## config.mk

```make
export PLATFORM = sky130hd
export DESIGN_NAME = bpm_estimator
export DESIGN_NICKNAME = d
export VERILOG_FILES = /design/src/rtl/bpm_estimator.sv
export SDC_FILE = /design/constraint.sdc
export NUM_CORES = 1
export LEC_CHECK = 0
export ABC_AREA = 1
export BUFFER_PORTS_ARGS = -buffer_cell sky130_fd_sc_hd__buf_2
export CAP_MARGIN = 5
export CORE_ASPECT_RATIO = 1.5
export CORE_UTILIZATION = 31
export DETAILED_ROUTE_END_ITERATION = 6
export SLEW_MARGIN = 5
export SYNTH_ARGS = -nofsm -noshare
export SYNTH_HDL_FRONTEND = slang
export SYNTH_SLANG_ARGS = --single-unit
```

## constraint.sdc

```tcl
create_clock -name clk -period 2.2 [get_ports clk]
set_clock_uncertainty 0.05 [all_clocks]
set_input_delay 0.33 -clock clk [delete_from_list [all_inputs] [get_ports clk]]
set_output_delay 0.33 -clock clk [all_outputs]
set_load 0.05 [all_outputs]
```

## src/rtl/bpm_estimator.sv

```systemverilog
// rtl/bpm_estimator.sv - beat interval to BPM estimator with restoring divider
// Optional exponential smoothing of the estimate: BPM_SMOOTH_EN.
module bpm_estimator #(
  parameter int CLK_FREQ_HZ    = 50_000_000,
  parameter int MAX_BPM        = 200,
  parameter int TIMEOUT_CYCLES = 2 * CLK_FREQ_HZ,
  parameter int DIV_W          = 32,
  parameter int BPM_W          = $clog2(MAX_BPM + 1)
) (
  input  logic             clk,
  input  logic             reset,
  input  logic             beat_in,
  output logic [BPM_W-1:0] bpm_estimate,
  output logic             bpm_valid,
  output logic             locked,
  output logic             busy
);

  localparam longint NUM_L        = 64'(60) * 64'(CLK_FREQ_HZ);
  localparam longint MIN_INTERVAL = NUM_L / MAX_BPM;
  localparam int     CNT_W        = $clog2(TIMEOUT_CYCLES + 1);
  localparam int     STEP_W       = $clog2(DIV_W);

  localparam logic [DIV_W-1:0]  NUM       = DIV_W'(NUM_L);
  localparam logic [DIV_W-1:0]  MAX_Q     = DIV_W'(MAX_BPM);
  localparam logic [CNT_W-1:0]  MIN_CNT   = CNT_W'(MIN_INTERVAL);
  localparam logic [CNT_W-1:0]  TIMEOUT   = CNT_W'(TIMEOUT_CYCLES);
  localparam logic [STEP_W-1:0] LAST_STEP = STEP_W'(DIV_W - 1);

  typedef enum logic [1:0] {IDLE, MEASURE, DIVIDE, UPDATE} state_t;

  state_t              state_q, state_d;
  logic [CNT_W-1:0]    cnt_q, cnt_d;
  logic [DIV_W-1:0]    div_q, div_d;
  logic [DIV_W-1:0]    rem_q, rem_d;
  logic [DIV_W-1:0]    quo_q, quo_d;
  logic [STEP_W-1:0]   step_q, step_d;
  logic [BPM_W-1:0]    bpm_q, bpm_d;
  logic                valid_q, valid_d;
  logic                locked_q, locked_d;
  logic                busy_q, busy_d;

  logic [CNT_W-1:0]    cnt_inc;
  logic                beat_ok;
  logic [DIV_W:0]      rem_shift;
  logic [BPM_W-1:0]    result;
`ifdef BPM_SMOOTH_EN
  logic [BPM_W+1:0]    smooth_sum;
`endif

  // cnt_q counts cycles elapsed since the last accepted beat, so it equals the interval on the next beat
  always_comb begin
    state_d   = state_q;
    cnt_d     = cnt_q;
    div_d     = div_q;
    rem_d     = rem_q;
    quo_d     = quo_q;
    step_d    = step_q;
    bpm_d     = bpm_q;
    valid_d   = 1'b0;
    locked_d  = locked_q;
    cnt_inc   = (cnt_q == TIMEOUT) ? cnt_q : cnt_q + CNT_W'(1);
    beat_ok   = beat_in && (cnt_q >= MIN_CNT);
    rem_shift = {rem_q, quo_q[DIV_W-1]};
    result    = (quo_q > MAX_Q) ? BPM_W'(MAX_BPM) : quo_q[BPM_W-1:0];
`ifdef BPM_SMOOTH_EN
    smooth_sum = {2'b00, bpm_q} + {1'b0, bpm_q, 1'b0} + {2'b00, result} + (BPM_W+2)'(2);
`endif

    case (state_q)
      IDLE: begin
        cnt_d = '0;
        if (beat_in) begin
          cnt_d   = CNT_W'(1);
          state_d = MEASURE;
        end
      end
      MEASURE: begin
        cnt_d = cnt_inc;
        if (beat_ok) begin
          cnt_d   = CNT_W'(1);
          div_d   = DIV_W'(cnt_q);
          rem_d   = '0;
          quo_d   = NUM;
          step_d  = '0;
          state_d = DIVIDE;
        end else if (cnt_q == TIMEOUT) begin
          cnt_d    = '0;
          bpm_d    = '0;
          locked_d = 1'b0;
          valid_d  = 1'b1;
          state_d  = IDLE;
        end
      end
      DIVIDE: begin
        cnt_d = beat_ok ? CNT_W'(1) : cnt_inc;
        // quo_q shifts the dividend out of its top while quotient bits enter at the bottom
        if (rem_shift >= {1'b0, div_q}) begin
          rem_d = DIV_W'(rem_shift - {1'b0, div_q});
          quo_d = {quo_q[DIV_W-2:0], 1'b1};
        end else begin
          rem_d = rem_shift[DIV_W-1:0];
          quo_d = {quo_q[DIV_W-2:0], 1'b0};
        end
        step_d = step_q + STEP_W'(1);
        if (step_q == LAST_STEP) state_d = UPDATE;
      end
      UPDATE: begin
        cnt_d = beat_ok ? CNT_W'(1) : cnt_inc;
`ifdef BPM_SMOOTH_EN
        bpm_d = locked_q ? smooth_sum[BPM_W+1:2] : result;
`else
        bpm_d = result;
`endif
        valid_d  = 1'b1;
        locked_d = 1'b1;
        state_d  = MEASURE;
      end
      default: state_d = IDLE;
    endcase

    busy_d = (state_d == DIVIDE);
  end

  always_ff @(posedge clk) begin
    if (reset) begin
      state_q  <= IDLE;
      cnt_q    <= '0;
      div_q    <= '0;
      rem_q    <= '0;
      quo_q    <= '0;
      step_q   <= '0;
      bpm_q    <= '0;
      valid_q  <= 1'b0;
      locked_q <= 1'b0;
      busy_q   <= 1'b0;
    end else begin
      state_q  <= state_d;
      cnt_q    <= cnt_d;
      div_q    <= div_d;
      rem_q    <= rem_d;
      quo_q    <= quo_d;
      step_q   <= step_d;
      bpm_q    <= bpm_d;
      valid_q  <= valid_d;
      locked_q <= locked_d;
      busy_q   <= busy_d;
    end
  end

  assign bpm_estimate = bpm_q;
  assign bpm_valid    = valid_q;
  assign locked       = locked_q;
  assign busy         = busy_q;

endmodule
```

==> key figures, run 1 <==
Yosys
  – Mapped Nets: 1324
  – Mapped cell area: around 0.0084 mm^2
  – Top FF cell, synth: dfxtp_1
  – Most frequent cell after synthesis: nand2_1
  – Gate Count Post-Synth: around 1300
  – Most frequent cells after synthesis: nand2_1, inv_1, dfxtp_1, a21oi_1, nor2_1
  – Post-synth top area share: around a third
  – Asr flop ratio synth: 0%
  – EDFF count, synth: 0
  – Sequential area share after synthesis: around 32%
  – Synth area leader: dfxtp_1
  – Ys Warns: 0
  – Post-synthesis cell type count: 44
  – Synth Register Bits: between 100 and 150
  – Mean Syn Cell Area: approximately 6.5 um^2
  – Largest cells by area after synthesis: dfxtp_1, nand2_1, inv_1

Detailed routing
  – Detail Route Antenna Nets: 0
  – Metal3 WL: approximately 800 um
  – Drt drc: 0
  – Vias per std cell: between 4 and 5
  – WL final: about 26 mm
  – Via count: 8572
  – Avg WL per Cell: approximately 15 um
  – Top sig layer: met4
  – Met2 Wirelength: between 10 and 15 mm
  – Initial drt markers: 358
  – M1 wire length: around 10 mm
  – Pre-Repair DR Iteration Count: 4

Floorplanning
  – Chip Height: 203 um
  – I/O pins: 14
  – Initial Util: approximately a third
  – FP Rows: 73
  – Die Wd: 136 um
  – CORE AREA: roughly 0.027 mm^2
  – Die ar.: roughly 0.028 mm^2

Worst setup path
  – Worst path bufs/invs: 3
  – CP arrival: 2.48 ns
  – WS Path Type: reg -> reg
  – Crit-path most repeated cell: nand2_4
  – FF-to-FF setup slack: around 0.029 ns
  – R2R Path End: rem_q[30]
  – CP Launch Point: quo_q[31]
  – Crit path cell chain: inv_4 -> ha_4 -> fa_2 -> inv_2 -> nand3_2 -> nand3_4 -> buf_6 -> nand2_4 -> nand2_4 -> nand2_4 -> nand2_4 -> nand2_2 -> nand2_2 -> nand2_1 -> nand2_1 -> nand3_1 -> a21oi_1
  – Worst Path Max Fanout: 4
  – Critical R2R Launch: quo_q[31]
  – Worst reg-to-reg path cell count: 17
  – Slowest CP cell: fa_2
  – CP top delay family: simple AND/OR/NAND/NOR gates
  – Crit start category: flop
  – Worst Path Required: ~2.5 ns
  – Worst Setup End Kind: flop
  – Crit-path max cell delay: 0.41 ns

Outcome
  – Status: finished, final reports clean

Clock network
  – CTS tree: built
  – H-tree levels: 4
  – Clock Sinks: between 100 and 150
  – Worst-case clock buffer depth: 2
  – CTS buffer count: 17
  – Clock Latency Late Sink: around 0.44 ns
  – Clock transition at the registers of the reported paths: roughly 0.06 ns
  – CTS Hold Bufs: 0
  – CTS Root Buffer Type: clkbuf_16

Worst hold path
  – HP Class: in -> reg
  – HP Start: beat_in
  – Worst hold endpoint: cnt_q[25]
  – Worst hold path depth: 2

Final layout
  – Ant. Diodes: 0
  – NumNets Final: ~1500
  – Register area: ~0.0027 mm^2
  – Area occupied by multi-input gates: around 0.0054 mm^2
  – Final Non-Filler Cells: roughly 1800
  – Fillers: approximately 2700
  – Layout area overhead: 34.6%
  – Layout cells sized above 1: a little over a quarter

Flow run
  – Max cap viols: 0

STA
  – Setup_tns: 0 ns
  – Setup Viol. Count Final: 0
  – RSZ-0062 raised after global routing: yes
  – Slew @ Worst Pin: 0.878 ns
  – Slew Viols, Final: 0
  – Worst slew margin: 41.5%
  – Fmax: around 0.46 GHz
  – Tcrit/Tclk final: a little over nine tenths
  – Hold Fails Final Rpt: 0
  – Fin crit period: 2.17 ns

Placement
  – Placer Congestion: 0.983
  – Placed cell count: roughly 1700
  – Port Buf Inserts: 13
  – HPWL after DPL: approximately 20 mm

GRT
  – Number of global-route vias before repair: 8444
  – Initial antenna violation count: 0
  – First-pass GRT wire length: between 40 and 50 mm
  – Largest net degree at the start of global routing: slightly above 70
  – GR Util All Layers: 19.2%
  – GRT overflow: 0

Power
  – LEAKAGE: approximately 5.1 nW
  – Pwr Total: ~5.6 mW
  – Power density over the cells: 493 mW/mm^2
  – VDD IR-drop max: between 0.0005 and 0.0006 V
[cells by family after synthesis]
group | count (synthesis) | share of synthesized area, %
flops | 136 | 32.5
fa+ha+maj | 33 | 5.02
simple gates | 674 | 35.8
xor+xnor | 35 | 3.66
compound gates | 184 | 11.9
buf+inv | 226 | 11.2
[power by group]
part | total, mW | internal, mW | leakage, nW | switching (mW)
Sequential | 2.47 | 2.47 | 1.10 | 0.00295
Clock | 2.98 | 1.82 | 0.294 | 1.15
Combinational | 0.112 | 0.0342 | 3.71 | 0.0774
[sequential cells by signal (all words and copies together) (netlist names), 2 cells and up]
register      flops
state_q           2
step_q            5
quo_q            32
bpm_estimate      8
cnt_q            27
div_q            27
rem_q            32
[cell usage in the layout (no fill, tap or decap), types with 5 or more instances in the layout]
cell	n
inv_1	163
nand3_2	12
ha_1	5
dfxtp_1	127
o21ai_1	8
nor3_1	15
nand2_2	43
nand3b_1	26
nand2_4	12
clkbuf_16	18
dfxtp_2	9
inv_2	15
xnor2_1	15
buf_2	13
ha_4	27
nand4_1	24
a21oi_1	99
nor2_4	10
nand2_1	351
xor2_1	18
buf_6	7
o21bai_1	10
nor4_1	8
nand3_1	62
o21ai_0	46
buf_4	139
nor2_2	23
a21oi_2	15
buf_12	7
nor2_1	76
[per-layer routing]
metal  global-route usage, %  up-vias
met5                       0        -
met4                    11.7        0
met3                    3.65       88
met2                    35.5      165
met1                    19.4     3940
li1                        -     4379
[how the worst max path moves through the flow]
stage / cells past startpoint / endpoint / slack, ns
6_report: 17 / rem_q[30] / 0.03
3_5_place_dp: 16 / rem_q[30] / -0.28
4_1_cts: 14 / rem_q[3] / 0.0001
5_1_grt: 16 / rem_q[22] / -0.11
2_1_floorplan: 16 / rem_q[28] / 0.18
3_3_place_gp: 15 / rem_q[28] / -0.28
[final cells by class]
type	count	area share, %
Timing Repair Buffer	169	12.3
Tap cell	337	3.74
Multi-Input combinational cell	927	48.3
Sequential cell	136	24.2
Clock buffer	19	3.93
Inverter	180	6.04
Clock inverter	13	1.49
[metrics by stage]
step	utilization, %	hold WS (ns)	setup slack [ns]	instance area (um^2)
finish	42.4	0.0808	0.0293	11300
global route	42.4	0.0730	-0.111	11300
global placement	36.6	0.391	-0.275	9730
floorplan	-	0.368	0.183	8380
CTS	39.4	0.0615	0.000135	10500
detailed placement	36.6	0.395	-0.285	9730
[repair_timing]
action / in CTS / in global routing
pin swaps: 2 / 31
resized for setup: 26 / 144
buffers inserted: 2 / 15
cloned: 0 / 2
setup endpoints to repair: 33 / 60
(Power assumes the default switching activity.)
==> run 2, diff against run 1 <==
--- a/config.mk
+++ b/config.mk
@@ -6,11 +6,11 @@
 export NUM_CORES = 1
 export LEC_CHECK = 0
 export ABC_AREA = 1
-export BUFFER_PORTS_ARGS = -buffer_cell sky130_fd_sc_hd__buf_2
 export CAP_MARGIN = 5
 export CORE_ASPECT_RATIO = 1.5
 export CORE_UTILIZATION = 31
 export DETAILED_ROUTE_END_ITERATION = 6
+export DONT_BUFFER_PORTS = 1
 export SLEW_MARGIN = 5
 export SYNTH_ARGS = -nofsm -noshare
 export SYNTH_HDL_FRONTEND = slang
==> key figures, run 2 (synthesis gave the netlist of run 1 again) <==
Final layout
  – Ant. Diodes: 0 (unchanged)
  – Commonest non-fill, non-tap cell in the layout: nand2_1 (unchanged)
  – Layout area overhead: 29.7% (was 34.6%)
  – Post-Route Utilization: 40.9% (was 42.4%)
  – Register area: 0.00273 mm^2 (about the same)
  – Biggest regs: quo_q (32), rem_q (32) (unchanged)
  – Layout cells sized above 1: 23.3% (was 26.3%)
  – Fillers: 2724 (was 2684)
  – Area occupied by multi-input gates: 0.00540 mm^2 (was 0.00545 mm^2)
  – Most frequent cells in the layout: nand2_1, inv_1, dfxtp_1, buf_4, a21oi_1 (was nand2_1, inv_1, buf_4, dfxtp_1, a21oi_1)
  – NumNets Final: 1416 (was 1467)

Power
  – VDD IR-drop max: 0.000536 V (was 0.000529 V)
  – LEAKAGE: 4.83 nW (was 5.11 nW)
  – Power density over the cells: 504 mW/mm^2 (was 493 mW/mm^2)
  – Int Power: 4.24 mW (was 4.32 mW)
  – Sequential share of power: 45.1% (was 44.4%)
  – Switch Pwr: 1.23 mW (about the same)
  – Comb power frac: 1.6% (was 2.0%)
  – Net Sw Frac: 22.5% (was 22.2%)
  – Clock share of power: 53.3% (was 53.5%)
  – Pwr Total: 5.47 mW (was 5.56 mW)

Worst setup path
  – Crit path cell chain: inv_1 -> ha_4 -> nand2_2 -> nor2_4 -> nand2_2 -> nor2_2 -> nand2_1 -> nand2_2 -> nor2_4 -> buf_12 -> clkbuf_16 -> nand3_2 -> nand3_2 -> a21oi_2 (was inv_4 -> ha_4 -> fa_2 -> inv_2 -> nand3_2 -> nand3_4 -> buf_6 -> nand2_4 -> nand2_4 -> nand2_4 -> nand2_4 -> nand2_2 -> nand2_2 -> nand2_1 -> nand2_1 -> nand3_1 -> a21oi_1)
  – Worst path bufs/invs: 3 (unchanged)
  – Worst Path Max Fanout: 11 (was 4)
  – Crit-path max cell delay: 0.32 ns (was 0.41 ns)
  – Worst reg-to-reg path cell count: 14 (was 17)
  – Crit start category: flop (unchanged)
  – Levels on crit path: 14 (was 17)
  – Slowest CP cell: ha_4 (was fa_2)
  – CP top delay family: simple AND/OR/NAND/NOR gates (unchanged)
  – WS Path Type: reg -> reg (unchanged)
  – Worst Setup End Kind: flop (unchanged)
  – Crit-path most repeated cell: nand2_2 (was nand2_4)
  – CP arrival: 2.48 ns (about the same)
  – Worst Path Required: 2.52 ns (was 2.51 ns)

Detailed routing
  – Detail Route Antenna Nets: 0 (unchanged)
  – Initial drt markers: 431 (was 358)
  – Pre-Repair DR Iteration Count: 5 (was 4)
  – Avg WL per Cell: 15.4 um (was 14.6 um)
  – Drt drc: 0 (unchanged)
  – Via count: 8426 (was 8572)
  – WL final: 26.6 mm (was 26.0 mm)
  – Vias per std cell: 4.87 (was 4.81)

Placement
  – Placer Congestion: 0.973 (was 0.983)
  – Port Buf Inserts: 0 (was 13)
  – DP Worst Slack: -0.0800 ns (was -0.285 ns)
  – HPWL after DPL: 19.7 mm (was 19.5 mm)

STA
  – Tcrit/Tclk final: 98.2% (was 98.7%)
  – Setup Viol. Count Final: 0 (unchanged)
  – Slew Viols, Final: 0 (unchanged)
  – Final WS setup: 0.0406 ns (was 0.0293 ns)
  – Fin crit period: 2.16 ns (was 2.17 ns)
  – Slew @ Worst Pin: 0.522 ns (was 0.878 ns)
  – RSZ-0062 raised after global routing: yes (unchanged)
  – Fmax: 0.463 GHz (was 0.461 GHz)
  – Hold Fails Final Rpt: 71 (was 0)
  – Hold WS: -0.0921 ns (was 0.0808 ns)
  – Worst slew margin: 65.2% (was 41.5%)

Outcome
  – Status: finished with violations (was finished, final reports clean)
  – Violated checks: hold timing

Floorplanning
  – Die Wd: 136 um (unchanged)
  – Die ar.: 0.0277 mm^2 (unchanged)
  – I/O pins: 14 (unchanged)
  – CORE AREA: 0.0266 mm^2 (unchanged)
  – Chip Height: 203 um (unchanged)
  – FP Rows: 73 (unchanged)
  – Initial Util: 31.5% (unchanged)

Clock network
  – Worst-case clock buffer depth: 2 (unchanged)
  – CTS buffer count: 17 (unchanged)
  – CTS Hold Bufs: 1 (was 0)
  – CTS tree: built (unchanged)
  – CTS Root Buffer Type: clkbuf_16 (unchanged)
  – Clock Sinks: 136 (unchanged)
  – H-tree levels: 4 (unchanged)
  – Clock Latency Late Sink: 0.44 ns (about the same)
  – Clock transition at the registers of the reported paths: 0.06 ns (about the same)

GRT
  – First-pass GRT wire length: 41.7 mm (was 40.7 mm)
  – GR Util All Layers: 19.6% (was 19.2%)
  – Met1 GRT Util: 20.3% (was 19.4%)
  – Busiest grt layer: met2 (unchanged)
  – Initial antenna violation count: 0 (unchanged)
  – M3 GR Usage: 3.36% (was 3.65%)
  – GRT overflow: 0 (unchanged)
  – Largest net degree at the start of global routing: 73 (was 72)
  – Number of global-route vias before repair: 8404 (was 8444)
  – Met2 Track Usage GR: 36.1% (was 35.5%)

Worst hold path
  – HP Class: in -> reg (unchanged)
  – Worst hold path depth: 1 (was 2)

Flow run
  – Max cap viols: 0 (unchanged)
==> run 2: cell type report <==
type | count | share of cell area (%)
flip-flops and latches | 136 | 25.1
repair buffers | 119 | 9.61
well taps | 337 | 3.88
clock buffers | 20 | 4.20
multi-input cells | 926 | 49.6
inverters | 180 | 6.24
clock inverters | 12 | 1.30
==> run 2: metal layers <==
metal / vias up / wire length (um)
met5: - / 0
met4: 0 / 1510
met3: 78 / 677
met2: 153 / 14200
met1: 3914 / 10200
li1: 4281 / -
==> run 2: what timing repair did <==
action | in CTS | in global routing
buffers inserted | 0 | 7
gates cloned | 0 | 1
endpoints found under the hold margin | 72 | 71
resized for setup | 12 | 139
setup endpoints to repair | 32 | 37
pin swaps | 1 | 33
==> run 2: metrics by stage <==
step | setup TNS (ns) | cell area (um^2) | cells
3_5_place_dp | -0.808 | 9460 | 1689
4_1_cts | -0.00796 | 10100 | 1722
2_1_floorplan | 0 | 8380 | 1288
5_1_grt | -0.435 | 10900 | 1730
3_3_place_gp | -0.580 | 9460 | 1689
6_report | 0 | 10900 | 1730
==> run 2: worst paths after layout <==
check / startpoint / end / slack (ns)
setup / recovery: div_q[13] / rem_q[0] / 0.04
hold / removal: reset / bpm_estimate[4] / -0.09
setup reg to reg: div_q[13] / rem_q[0] / 0.04
hold reg to reg: step_q[3] / step_q[3] / 0.41
==> run 2: power groups by stage <==
stage | clock (mW) | sequential [mW] | combinational [mW]
3_5_place_dp | 0 | 2.52 | 0.0879
3_3_place_gp | 0 | 2.52 | 0.0870
2_1_floorplan | 0 | 2.52 | 0.0731
4_1_cts | 2.99 | 2.47 | 0.0894
5_1_grt | 3.10 | 2.47 | 0.100
6_report | 2.92 | 2.47 | 0.0887
